$ cat src/rtl/muldiv_issuer.sv
// ABP initiator issuing MULT/DIV commands to the muldiv units and owning HI/LO.
// Optional MULDIV_DIVZERO_BYPASS_EN resolves divide-by-zero locally.
module muldiv_issuer #(
    parameter int TIMEOUT = 64,
    parameter int CNT_W   = 7
) (
    input  logic        sys_clock_i,
    input  logic        sys_reset_i,
    input  logic        start_i,
    input  logic [1:0]  op_i,
    input  logic [31:0] a_i,
    input  logic [31:0] b_i,
    input  logic        hi_we_i,
    input  logic        lo_we_i,
    input  logic [31:0] wdata_i,
    output logic [31:0] hi_o,
    output logic [31:0] lo_o,
    output logic        busy_o,
    output logic        timeout_o,
    output logic [31:0] unit_a_o,
    output logic [31:0] unit_b_o,
    output logic        unit_signed_o,
    output logic        mul_req_o,
    input  logic        mul_ack_i,
    input  logic [63:0] mul_product_i,
    output logic        div_req_o,
    input  logic        div_ack_i,
    input  logic [31:0] div_quotient_i,
    input  logic [31:0] div_remainder_i
);

    typedef enum logic [1:0] {
        IDLE,
        WAIT_MUL,
        WAIT_DIV,
        ZERO
    } state_e;

    localparam logic [CNT_W-1:0] WD_LAST = CNT_W'(TIMEOUT - 1);

    state_e           state_q, state_d;
    logic [31:0]      hi_q, hi_d;
    logic [31:0]      lo_q, lo_d;
    logic [31:0]      a_q, a_d;
    logic [31:0]      b_q, b_d;
    logic             sgn_q, sgn_d;
    logic             mul_req_q, mul_req_d;
    logic             div_req_q, div_req_d;
    logic             to_q, to_d;
    logic [CNT_W-1:0] wd_q, wd_d;

    always_comb begin
        state_d   = state_q;
        hi_d      = hi_q;
        lo_d      = lo_q;
        a_d       = a_q;
        b_d       = b_q;
        sgn_d     = sgn_q;
        mul_req_d = mul_req_q;
        div_req_d = div_req_q;
        to_d      = 1'b0;
        wd_d      = wd_q;
        unique case (state_q)
            IDLE: begin
                if (hi_we_i) hi_d = wdata_i;
                if (lo_we_i) lo_d = wdata_i;
                if (start_i) begin
                    a_d   = a_i;
                    b_d   = b_i;
                    sgn_d = op_i[0];
                    wd_d  = '0;
`ifdef MULDIV_DIVZERO_BYPASS_EN
                    if (op_i[1] && (b_i == 32'd0)) begin
                        state_d = ZERO;
                    end else
`endif
                    if (op_i[1]) begin
                        div_req_d = ~div_req_q;
                        state_d   = WAIT_DIV;
                    end else begin
                        mul_req_d = ~mul_req_q;
                        state_d   = WAIT_MUL;
                    end
                end
            end
            WAIT_MUL: begin
                if (mul_ack_i == mul_req_q) begin
                    hi_d    = mul_product_i[63:32];
                    lo_d    = mul_product_i[31:0];
                    state_d = IDLE;
                end else if (wd_q == WD_LAST) begin
                    // Resync req to ack so the next issue starts clean
                    mul_req_d = mul_ack_i;
                    to_d      = 1'b1;
                    state_d   = IDLE;
                end else begin
                    wd_d = wd_q + 1'b1;
                end
            end
            WAIT_DIV: begin
                if (div_ack_i == div_req_q) begin
                    hi_d    = div_remainder_i;
                    lo_d    = div_quotient_i;
                    state_d = IDLE;
                end else if (wd_q == WD_LAST) begin
                    div_req_d = div_ack_i;
                    to_d      = 1'b1;
                    state_d   = IDLE;
                end else begin
                    wd_d = wd_q + 1'b1;
                end
            end
`ifdef MULDIV_DIVZERO_BYPASS_EN
            ZERO: begin
                hi_d    = a_q;
                lo_d    = 32'hFFFF_FFFF;
                state_d = IDLE;
            end
`endif
            default: begin
                state_d = IDLE;
            end
        endcase
    end

    always_ff @(posedge sys_clock_i or negedge sys_reset_i) begin
        if (!sys_reset_i) begin
            state_q   <= IDLE;
            hi_q      <= '0;
            lo_q      <= '0;
            a_q       <= '0;
            b_q       <= '0;
            sgn_q     <= 1'b0;
            mul_req_q <= 1'b0;
            div_req_q <= 1'b0;
            to_q      <= 1'b0;
            wd_q      <= '0;
        end else begin
            state_q   <= state_d;
            hi_q      <= hi_d;
            lo_q      <= lo_d;
            a_q       <= a_d;
            b_q       <= b_d;
            sgn_q     <= sgn_d;
            mul_req_q <= mul_req_d;
            div_req_q <= div_req_d;
            to_q      <= to_d;
            wd_q      <= wd_d;
        end
    end

    assign busy_o        = (state_q != IDLE);
    assign hi_o          = hi_q;
    assign lo_o          = lo_q;
    assign timeout_o     = to_q;
    assign unit_a_o      = a_q;
    assign unit_b_o      = b_q;
    assign unit_signed_o = sgn_q;
    assign mul_req_o     = mul_req_q;
    assign div_req_o     = div_req_q;

endmodule

$ cat config.mk
export PLATFORM = sky130hd
export DESIGN_NAME = muldiv_issuer
export DESIGN_NICKNAME = d
export VERILOG_FILES = /design/src/rtl/muldiv_issuer.sv
export SDC_FILE = /design/constraint.sdc
export NUM_CORES = 1
export LEC_CHECK = 0
export CAP_MARGIN = 10
export CORE_MARGIN = 10
export CORE_UTILIZATION = 36
export CTS_CLUSTER_DIAMETER = 50
export CTS_CLUSTER_SIZE = 12
export DETAILED_ROUTE_END_ITERATION = 16
export PLACE_DENSITY = 0.87
export SETUP_SLACK_MARGIN = 0.4
export SLEW_MARGIN = 20
export SYNTH_ARGS = -nofsm -noshare
export SYNTH_HDL_FRONTEND = slang
export SYNTH_SLANG_ARGS = --single-unit
export TNS_END_PERCENT = 30
$ cat constraint.sdc
create_clock -name sys_clock_i -period 1.78 [get_ports sys_clock_i]
set_clock_uncertainty 0.15 [all_clocks]
set_input_delay 0.267 -clock sys_clock_i [delete_from_list [all_inputs] [get_ports sys_clock_i]]
set_output_delay 0.267 -clock sys_clock_i [all_outputs]
set_load 0.01 [all_outputs]
==> impl_metrics.csv, run 1 <==
group,metric,value,unit
timing,slew_headroom,0.683,
timing,min_period,2.00,ns
cts,cts.clk_slew.worst_paths,0.07,ns
timing,fin_worst_hold_slack,0.218,ns
power_and_ir_drop,p_per_area,2040,nW/um2
timing,tns,-11.82,ns
timing,layout_setup_ws,-0.220,ns
synthesis,syn_nets,794,
routing,first_pass_iters,4,
synthesis,synthArstFlopShare,1.00,
global_route,grt_pass1_vias,6890,
synthesis,ys_seq_area_frac,0.520,
finish,design_area,12300,um2
cts,clk_latency,0.42,ns
place,dpl_cell_area,11100,um2
critical_path,r2r_end,"hi_o[25]",
timing,report.final.slew_viol_count,0,
place,hpwlAfterDp,20.7,mm
synthesis,avgSynthCellArea,12.2,um2
die,dieArea,24800,um2
timing,finalHoldViolCount,0,
power_and_ir_drop,clockPowerShare,0.137,
routing,wl_met3,3.19,mm
routing,drtAntennaViolNets,0,
power_and_ir_drop,p_switching,9.54,mW
global_route,grt_max_degree,58,
routing,num_vias,6431,
cts,cts.path.max_buffers,2,
die,rows,50,
cts,cts-root-buf,"clkbuf_16",
die,die_w,157,um
finish,drive_above_1_share,0.424,
critical_path,r2r_cells,6,
critical_path,start_kind,"register",
timing,setup_viol_count_final,79,
power_and_ir_drop,intPower,15.6,mW
routing,wl_met1,9.68,mm
routing,highest_layer,"met4",
die,die_y,157,um
place,routabilityCongestion,0.845,
place,port_buffers,365,
critical_path,crit_arrival,2.15,ns
timing,grt_setup_unrepaired,"true",
routing,drt-vias-per-instance,5.26,
critical_path,worst-endpoint-required,1.93,ns
routing,drtIter0Drc,265,
outcome,status,"finished, violations left",
routing,met2_length,14.6,mm
synthesis,synth-edff-count,0,
timing,max_freq,500,MHz
power_and_ir_drop,combPwrFrac,0.622,
power_and_ir_drop,sw_frac_of_total,0.379,
power_and_ir_drop,p_leak,5.36,nW
synthesis,yosysWarnings,0,
cts,cts_tree,"yes",
critical_path,worstSetupEndpointType,"register",
place,pre_cts_slack,-0.456,ns
power_and_ir_drop,seq_power_share,0.240,
die,fp.coreArea,18600,um2
synthesis,ys_types,42,
global_route,grtUsageTotal,0.206,
cts,clkSinkCount,141,
finish,nets,1213,
cts,htree_levels,4,
critical_path,startpoint,"state_q[1]",
critical_path,path_max_fanout,25,
routing,wl,28.0,mm
timing,worstMarginPinSlew,0.475,ns
critical_path,critPathKind,"reg2reg",
finish,antennaDiodeCount,0,
cts,cts_made_buffers,17,
synthesis,synth-main-ff-cell,"dfrtp_1",
critical_path,rr_startpoint,"state_q[1]",
finish,area_delta_synth_final,81.7,%
critical_path,ff2ff_setup_slack,-0.22,ns
global_route,grt_pass1_wl,39.4,mm
synthesis,syn_inst,556,
routing,wl_per_cell,22.9,um
outcome,violations,"setup timing",
routing,drc,0,
power_and_ir_drop,peakVddDrop,1.06,mV
place,dp_cells,1166,
flow_run,max_cap_viol_count,0,
hold_path,hold_class,"in2async",
synthesis,synth_seq_cells,141,
global_route,antenna_found_initial,0,
finish,fin_cells,1222,
timing,period_share,1.12,
die,ios,366,
synthesis,synth_area,6790,um2
global_route,overflow,0,
die,initial_core_util,0.364,
[cells in the mapped netlist (4+ instances only)]
| library cell | n | area (um2) |
|---|---|---|
| nor2_1 | 37 | 139 |
| mux2_2 | 99 | 1110 |
| nand4_1 | 5 | 31.3 |
| clkbuf_1 | 16 | 60.1 |
| ha_1 | 5 | 62.6 |
| o21ai_0 | 6 | 30.0 |
| a22oi_1 | 64 | 480 |
| buf_2 | 14 | 70.1 |
| nand2_1 | 8 | 30.0 |
| a21oi_1 | 70 | 350 |
| nand3_1 | 4 | 20.0 |
| buf_1 | 4 | 15.0 |
| buf_6 | 6 | 67.6 |
| mux2_4 | 30 | 450 |
| dfrtp_1 | 141 | 3530 |
| inv_1 | 12 | 45.0 |
[what timing repair did]
item	in CTS	in global routing
pin swaps	4	10
hold buffers	1	0
gates resized for setup	187	423
gates cloned	3	3
buffers inserted	5	12
setup endpoints to repair	274	274
endpoints found under the hold margin	141	0
[power by group through the flow]
stage	sequential (mW)	clock (mW)	combinational (mW)
after floorplan	6.47	0	7.24
after global placement	5.76	0	13.8
after detailed placement	5.84	0	14.3
after CTS	5.86	3.52	15.0
after global routing	6.21	3.70	16.7
final	6.05	3.46	15.7
[how the worst max path moves through the flow]
stage               end  cells past startpoint
2_1_floorplan   hi_o[0]                      6
3_3_place_gp   hi_o[19]                      6
3_5_place_dp   hi_o[19]                      6
4_1_cts        hi_o[25]                      6
5_1_grt         hi_o[2]                      7
6_report       hi_o[25]                      6
[cells in the final DEF (no fill, tap or decap), types with 3 or more instances in the layout]
cell type and count:
clkdlybuf4s50_1 230, dfrtp_1 139, buf_6 113, mux2_2 78
a21oi_1 67, a22oi_1 53, mux2_4 51, buf_4 36
nor2_1 34, clkbuf_16 18, buf_2 17, clkbuf_2 17
buf_12 13, a22oi_2 11, nand2_1 7, inv_1 7
inv_6 6, nand4_1 5, dlymetal6s2s_1 5, inv_2 4
inv_8 4, nor2_4 3, o21ai_0 3, a21oi_2 3
ha_4 3, buf_8 3
[cell families after synthesis]
group,share of synthesized area
compound gates,0.155
xor+xnor,0.00258
fa+ha+maj,0.00921
buf+inv,0.0380
flops,0.520
mux,0.231
simple gates,0.0451
[registers in the layout, indices dropped and copies added (netlist names)]
register / flops
mul_req_o: 1
wd_q: 7
unit_signed_o: 1
hi_o: 32
div_req_o: 1
timeout_o: 1
unit_a_o: 32
lo_o: 32
state_q: 2
unit_b_o: 32
[final cells by class]
type	instances	area, um2
clock buffer	17	425
clock inverter	15	146
fill	1340	6300
inverter	12	47.5
multi-input combinational	364	3390
sequential	141	3530
tap	234	293
timing repair buffer	439	4510
[per-stage QoR]
step                      total power, mW   util
after floorplan                      13.7      -
after global placement               19.6  0.598
after detailed placement             20.1  0.598
after CTS                            24.4  0.644
after global routing                 26.6  0.662
final                                25.2  0.662
[critical path, stage by stage, from the launching register on]
cell      delay, ns
dfrtp_1        0.40
buf_4          0.16
ha_4           0.19
a22oi_4        0.27
o211ai_4       0.14
buf_12         0.20
mux2_4         0.33
[routing by layer]
| layer | vias up | track usage |
|---|---|---|
| met3 | 36 | 0.0999 |
| li1 | 2906 | - |
| met4 | 0 | 0.0539 |
| met5 | - | 0 |
| met1 | 3195 | 0.207 |
| met2 | 294 | 0.370 |
Note: power is estimated with default switching activity, not from simulation.
==> run 2, diff against run 1 <==
- ABC_AREA: default -> 0
==> results of run 2 <==
The final DEF is identical to that of run 1; final timing and power are the same.
